File: src/rtl/debounce_edge_bank.sv
// Multi-channel input conditioner: synchroniser, polarity, debounce,
// rise/fall edge pulses and a one-shot long-press pulse per channel.
module debounce_edge_bank #(
  parameter int CHANNELS        = 4,
  parameter int SYNC_STAGES     = 2,
  parameter int DEBOUNCE_CYCLES = 50000,
  parameter int HOLD_CYCLES     = 0,
  parameter int ACTIVE_LOW      = 0
) (
  input  logic                clk,
  input  logic                rst,
  input  logic [CHANNELS-1:0] signal,
  output logic [CHANNELS-1:0] level,
  output logic [CHANNELS-1:0] rise,
  output logic [CHANNELS-1:0] fall,
  output logic [CHANNELS-1:0] hold,
  output logic                any_event
);

  localparam int DW = (DEBOUNCE_CYCLES > 1) ? $clog2(DEBOUNCE_CYCLES) : 1;
  localparam int HW = (HOLD_CYCLES > 0) ? $clog2(HOLD_CYCLES + 1) : 1;
  localparam logic [DW-1:0] DMAX = DW'(DEBOUNCE_CYCLES - 1);
  localparam logic [CHANNELS-1:0] IDLE = (ACTIVE_LOW != 0) ? '1 : '0;

  logic [CHANNELS-1:0] sync_q [SYNC_STAGES];
  logic [CHANNELS-1:0] p_q, p_d;
  logic [CHANNELS-1:0] level_q, level_d;
  logic [CHANNELS-1:0] rise_q, rise_d;
  logic [CHANNELS-1:0] fall_q, fall_d;
  logic [CHANNELS-1:0] hold_q, hold_d;
  logic                any_q, any_d;

  always_ff @(posedge clk) begin
    if (rst) begin
      for (int k = 0; k < SYNC_STAGES; k++) sync_q[k] <= IDLE;
    end else begin
      sync_q[0] <= signal;
      for (int k = 1; k < SYNC_STAGES; k++) sync_q[k] <= sync_q[k-1];
    end
  end

  // Polarity-corrected level is registered once after the synchroniser.
  assign p_d = (ACTIVE_LOW != 0) ? ~sync_q[SYNC_STAGES-1]
                                 : sync_q[SYNC_STAGES-1];

  for (genvar i = 0; i < CHANNELS; i++) begin : g_ch
    logic [DW-1:0] dcnt_q, dcnt_d;
    logic          lvl_d, rs_d, fl_d;

    always_comb begin
      dcnt_d = dcnt_q;
      lvl_d  = level_q[i];
      rs_d   = 1'b0;
      fl_d   = 1'b0;
      if (p_q[i] == level_q[i]) begin
        dcnt_d = '0;
      end else if (dcnt_q == DMAX) begin
        lvl_d  = p_q[i];
        dcnt_d = '0;
        rs_d   = p_q[i];
        fl_d   = ~p_q[i];
      end else begin
        dcnt_d = dcnt_q + DW'(1);
      end
    end

    always_ff @(posedge clk) begin
      if (rst) dcnt_q <= '0;
      else     dcnt_q <= dcnt_d;
    end

    assign level_d[i] = lvl_d;
    assign rise_d[i]  = rs_d;
    assign fall_d[i]  = fl_d;

    if (HOLD_CYCLES > 0) begin : g_hold
      localparam logic [HW-1:0] HMAX = HW'(HOLD_CYCLES);
      logic [HW-1:0] hcnt_q, hcnt_d;
      logic          hd;

      // Saturating at HMAX makes the pulse a one-shot per press.
      always_comb begin
        hcnt_d = hcnt_q;
        hd     = 1'b0;
        if (!level_q[i]) begin
          hcnt_d = '0;
        end else if (hcnt_q != HMAX) begin
          hcnt_d = hcnt_q + HW'(1);
          hd     = (hcnt_q == HMAX - HW'(1));
        end
      end

      always_ff @(posedge clk) begin
        if (rst) hcnt_q <= '0;
        else     hcnt_q <= hcnt_d;
      end

      assign hold_d[i] = hd;
    end else begin : g_nohold
      assign hold_d[i] = 1'b0;
    end
  end

  assign any_d = |(rise_d | fall_d | hold_d);

  always_ff @(posedge clk) begin
    if (rst) begin
      p_q     <= '0;
      level_q <= '0;
      rise_q  <= '0;
      fall_q  <= '0;
      hold_q  <= '0;
      any_q   <= 1'b0;
    end else begin
      p_q     <= p_d;
      level_q <= level_d;
      rise_q  <= rise_d;
      fall_q  <= fall_d;
      hold_q  <= hold_d;
      any_q   <= any_d;
    end
  end

  assign level     = level_q;
  assign rise      = rise_q;
  assign fall      = fall_q;
  assign hold      = hold_q;
  assign any_event = any_q;

endmodule

File: config.mk
export PLATFORM = sky130hd
export DESIGN_NAME = debounce_edge_bank
export DESIGN_NICKNAME = d
export VERILOG_FILES = /design/src/rtl/debounce_edge_bank.sv
export SDC_FILE = /design/constraint.sdc
export NUM_CORES = 1
export LEC_CHECK = 0
export BUFFER_PORTS_ARGS = -buffer_cell sky130_fd_sc_hd__buf_2
export CELL_PAD_IN_SITES_DETAIL_PLACEMENT = 1
export CELL_PAD_IN_SITES_GLOBAL_PLACEMENT = 1
export CORE_UTILIZATION = 35
export CTS_CLUSTER_SIZE = 14
export DETAILED_ROUTE_END_ITERATION = 6
export PLACE_DENSITY_LB_ADDON = 0.1
export SLEW_MARGIN = 20
export SYNTH_ARGS = -nofsm -noshare
export SYNTH_HDL_FRONTEND = slang
export SYNTH_SLANG_ARGS = --single-unit
export TNS_END_PERCENT = 10
File: constraint.sdc
create_clock -name clk -period 1.9 [get_ports clk]
set_input_delay 0.095 -clock clk [delete_from_list [all_inputs] [get_ports clk]]
set_output_delay 0.095 -clock clk [all_outputs]
set_load 0.01 [all_outputs]
Word-level counts from Yosys, hierarchy flattened
Memories as Yosys holds them, arrays and structs flattened. A register that Yosys moved wholly into a read port is not among the register bits.
Cells that the tools add are included.

storage, ports and cells
  register bits after elaboration = 77
  bits in writable memories = 8
  output and inout bits = 17
  memories kept = 1

operators by class
  add/subtract/negate cells = 4
  equal/unequal tests = 8
  multiplexer cells = 21
  bitwise operators = 11
  reductions and logical operators = 9

memories
  name    depth  bits a word  rd ports  clocked after Yosys merged registers in  wr ports  RTL line  source
  sync_q  2      4            2         1                                        2         25        logic [CHANNELS-1:0] sync_q [SYNC_STAGES];

operators with widths
  kind                   count
  $add 16x1->16 const B  4
  $eq 16x16->1 const B   4
  $mux 1                 19
  $reduce_or 3->1        4
  $mux 4                 2
  $not 1->1              8
  $reduce_and 2->1       4
  $eq 1x1->1             4
  $or 4x4->4             1
  $reduce_or 4->1        1
  $or 1x1->1             2

Logic depth before layout (Yosys ltp)
  word-level depth = 5
  depth in mapped cells = 7

Least setup slack after synthesis
Ideal clock, no wire load.

  path kind = register -> register
  start point = reg g_ch[0].dcnt_q[13]
  end point = reg g_ch[0].dcnt_q[12]
  setup time = 0.115 ns
  data arrival time = 1.619 ns
  data required time = 1.785 ns
  path slack = 0.166 ns
  stages on the path, launching flop included = 7
  period minus slack after synthesis = 1.734 ns
  cells stage by stage = dfxtp_1 -> or4_4 -> nor4_4 -> or3_1 -> buf_6 -> buf_12 -> nor2_1

on the way
  cells in the longest elaborated chain, start to end = 2

RTL lines
  what                       RTL line  source
  start, declared            47        logic [DW-1:0] dcnt_q, dcnt_d;
  start signal, assigned     69        else dcnt_q <= dcnt_d;
  $eq 16x16->1               57        end else if (dcnt_q == DMAX) begin
  $reduce_or 3->1 (no line)  --

Every way passes these cells.
A chain may end at the register's enable or synchronous reset.

Worst setup path after layout
  start point = reg g_ch[2].dcnt_q[0]
  end point = reg g_ch[2].dcnt_q[13]

on the way
  cells in the longest elaborated chain, start to end = 2
  elaborated cells on any way between the ends = 3
  those cells by class = 1 x add/sub; 1 x eq/ne; 1 x reduce/logical

RTL lines
  what                                                                   RTL line
  start, declared                                                        47
  start signal, assigned                                                 69
  parallel branches: the longest is 2 deep, another holds $add 16x1->16  --

Several ways; the timed one is not identified.

==> metrics.md <==
| Metric | Value |
|---|---|
| Pins over their slew limit | `0` |
| Post-route DRC violation count | `0` |
| Routability cong. | `~0.73` |
| Yosys reg bits | `slightly below 90` |
| Initial antenna violation count | `0` |
| H-Tree Level Count | `3` |
| Crit-path max cell delay | `0.35 ns` |
| Critical path depth | `6` |
| Layout Utilization | `0.415` |
| Setup bufs post-CTS | `0` |
| Asr flop ratio synth | `0` |
| Via count | `2789` |
| Number of synthesized flops with an enable pin | `0` |
| Yosys cell types | `45` |
| Most common cell after layout, fill and taps aside | `dfxtp_1` |
| Largest net degree at the start of global routing | `27` |
| Critical-path maximum fanout | `16` |
| First-pass GRT wire length | `roughly 13000 um` |
| Synthesized cell area | `about 3700 sq um` |
| Std cell rows | `37` |
| Critical Path, Cell by Cell | `ha_1, and3_1, and4_1, or3_1, buf_4, a21oi_1` |
| Register area | `1780 sq um` |
| First-pass DRT Iterations | `4` |
| Max clock buf depth | `2` |
| Final hold viol count | `0` |
| Area of the multi-input gates | `approximately 1800 sq um` |
| Status | `finished, final reports clean` |
| Clk sinks | `89` |
| Crit path time final | `roughly 1.8 ns` |
| Top cell type's share of synthesized area | `0.477` |
| Final setup TNS | `0 ns` |
| Clk slew on worst S/H paths | `0.09 ns` |
| RSZ-0062 raised after global routing | `false` |
| Bufs and invs on worst path | `1` |
| Routed WL | `7430 um` |
| Port buffer count | `18` |
| Number of global-route vias before repair | `~2700` |
| # diodes | `0` |
| Setup slack after layout | `between 0.1 and 0.15 ns` |
| Reg-to-reg endpoint | `g_ch[2].dcnt_q[13]$_SDFF_PP0_` |
| Max_cap viols | `0` |
| Seq/Total Area, Yosys | `0.477` |
| Syn avg cell area | `9.43 sq um` |
| Delay-heaviest family, CP | `simple AND/OR/NAND/NOR gates` |
| Initial DRC count | `54` |
| Gr usage total | `0.148` |
| R2r setup slk | `between 0.1 and 0.15 ns` |
| Primary FF master, synth | `dfxtp_1` |
| Area grow syn2layout | `14.6%` |
| CTS buffer count | `9` |
| Post-Syn Instances | `about 400` |
| CTS resizes | `0` |
| Skew final | `between 0.009 and 0.01 ns` |
| Most frequent cells in the layout | `dfxtp_1, nor2_1, xnor2_1, nand3_1, buf_2` |
| Fmax | `about 0.57 GHz` |
| WL/cell | `12.9 um` |
| Grt total ovfl | `0` |
| Synth warnings | `0` |
| R2R cell count | `6` |
| Fillers | `between 1000 and 1500` |
| Top post-synthesis cells by area | `dfxtp_1, xnor2_1, nor2_1, xor2_1, nand3_1` |
| Worst skew pair latency | `roughly 0.36 ns` |
| TritonCTS clock tree | `yes` |
| Crit end category | `register` |
| Clock root buffer | `clkbuf_8` |
| Die W | `105 um` |
| P_leak | `around 1.4 nW` |
| Share of post-route cells with drive strength above 1 | `0.137` |
| Crit Reg-Reg Startpoint | `g_ch[2].dcnt_q[0]$_SDFF_PP0_` |
| Nets | `between 400 and 500` |
| Hold Crit Class | `input pin to register` |
| CP arrival | `2.05 ns` |
| Worst Setup SP | `g_ch[2].dcnt_q[0]$_SDFF_PP0_` |
| Die area | `approximately 11000 sq um` |
| Final HPWL DP | `between 5000 and 6000 um` |
| Slowest stage cell, crit path | `or3_1` |
| Final antenna-violating net count | `0` |
| Synth area leader | `dfxtp_1` |
| # setup viols final | `0` |
| Worst endpoint required time | `between 2 and 2.5 ns` |
| Peak VDD IR | `0.364 mV` |
| CP Capture Point | `g_ch[2].dcnt_q[13]$_SDFF_PP0_` |
| Core area | `a little over 10000 sq um` |
| I/O pins | `23` |
| Startpoint types | `register` |
| Drt via density | `4.86` |
| Pre-CTS setup slack | `0.159 ns` |
| Die H | `105 um` |
| Initial Util | `0.362` |
| Final period utilization | `0.926` |
| Pwr/cell area | `approximately 760 nW/um^2` |
| Critical path type | `register to register` |
-- cell usage after synthesis, types with 8 or more instances --
library cell and count:
xor2_1 16, dfxtp_1 89, nor2_1 67, nor3_1 10, nor2b_1 14, nand3_1 20
a21oi_1 8, or3_1 9, nor4_1 9, inv_1 11, nand2_1 17, nand4_1 12
xnor2_1 37
-- where the power goes --
part / switching [W] / internal [W] / leakage (nW)
registers: 0.00000523 / 0.00187 / 0.719
logic: 0.0000259 / 0.0000220 / 0.566
clock network: 0.000668 / 0.000673 / 0.0937
total: 0.000699 / 0.00257 / 1.38
-- cells by family after synthesis --
kind of cell	after synthesis	share of synthesized area
other	1	0.00100
buffers and inverters	26	0.0439
AOI/OAI and AO/OA	17	0.0265
adders and majority gates	4	0.0134
and+or+nand+nor	203	0.306
xor gates and xnor gates	53	0.124
muxes	3	0.00804
DFF	89	0.477
-- layer usage --
layer / track usage / vias to the layer above / part of all wire
met2: 0.241 / 25 / 0.46
met4: 0.0604 / 0 / 0.016
met5: 0 / - / 0
li1: - / 1421 / -
met3: 0.0421 / 11 / 0.029
met1: 0.184 / 1332 / 0.49
-- sequential cells by signal, summed over array words and instances (netlist names) --
register,cells
rise,4
any_event,1
level,4
fall,4
g_ch.dcnt_q,64
p_q,4
sync_q,8
-- worst min path at each step --
stage	start	end	slack, ns	cells after the start
5_1_grt	rst	sync_q[1][1]$_SDFF_PP0_	0.20	2
2_1_floorplan	signal[0]	sync_q[0][0]$_SDFF_PP0_	0.22	1
3_3_place_gp	signal[0]	sync_q[0][0]$_SDFF_PP0_	0.32	2
6_report	rst	level[0]$_SDFFE_PP0P_	0.17	2
4_1_cts	rst	level[0]$_SDFFE_PP0P_	0.16	2
3_5_place_dp	signal[1]	sync_q[0][1]$_SDFF_PP0_	0.32	2
-- through the flow --
| step | instances | cell area (sq um) | total power, W | hold slack [ns] |
|---|---|---|---|---|
| after floorplan | 399 | 3750 | 0.00196 | 0.223 |
| after global placement | 555 | 4040 | 0.00197 | 0.320 |
| after detailed placement | 555 | 4040 | 0.00197 | 0.316 |
| after CTS | 574 | 4280 | 0.00333 | 0.157 |
| after global routing | 574 | 4280 | 0.00342 | 0.198 |
| final | 574 | 4280 | 0.00327 | 0.171 |
-- worst register-to-register path, cell delays in order (launching register included) --
cell and delay (ns):
dfxtp_1 0.34, ha_1 0.24, and3_1 0.23, and4_1 0.20, or3_1 0.35, buf_4 0.20, a21oi_1 0.14
-- layout make-up --
class                   count  area share
inverters                  11     0.00964
clock buffers              11      0.0354
flip-flops and latches     89       0.416
clock inverters             4      0.0123
repair buffers             39      0.0660
multi-input cells         284       0.421
well taps                 136      0.0397
-- timing repair --
item                                   CTS  global route
hold buffers                             4             0
endpoints found under the hold margin    4             0
setup endpoints to repair                0             0
No activity file was read; power rests on OpenSTA's default activity.
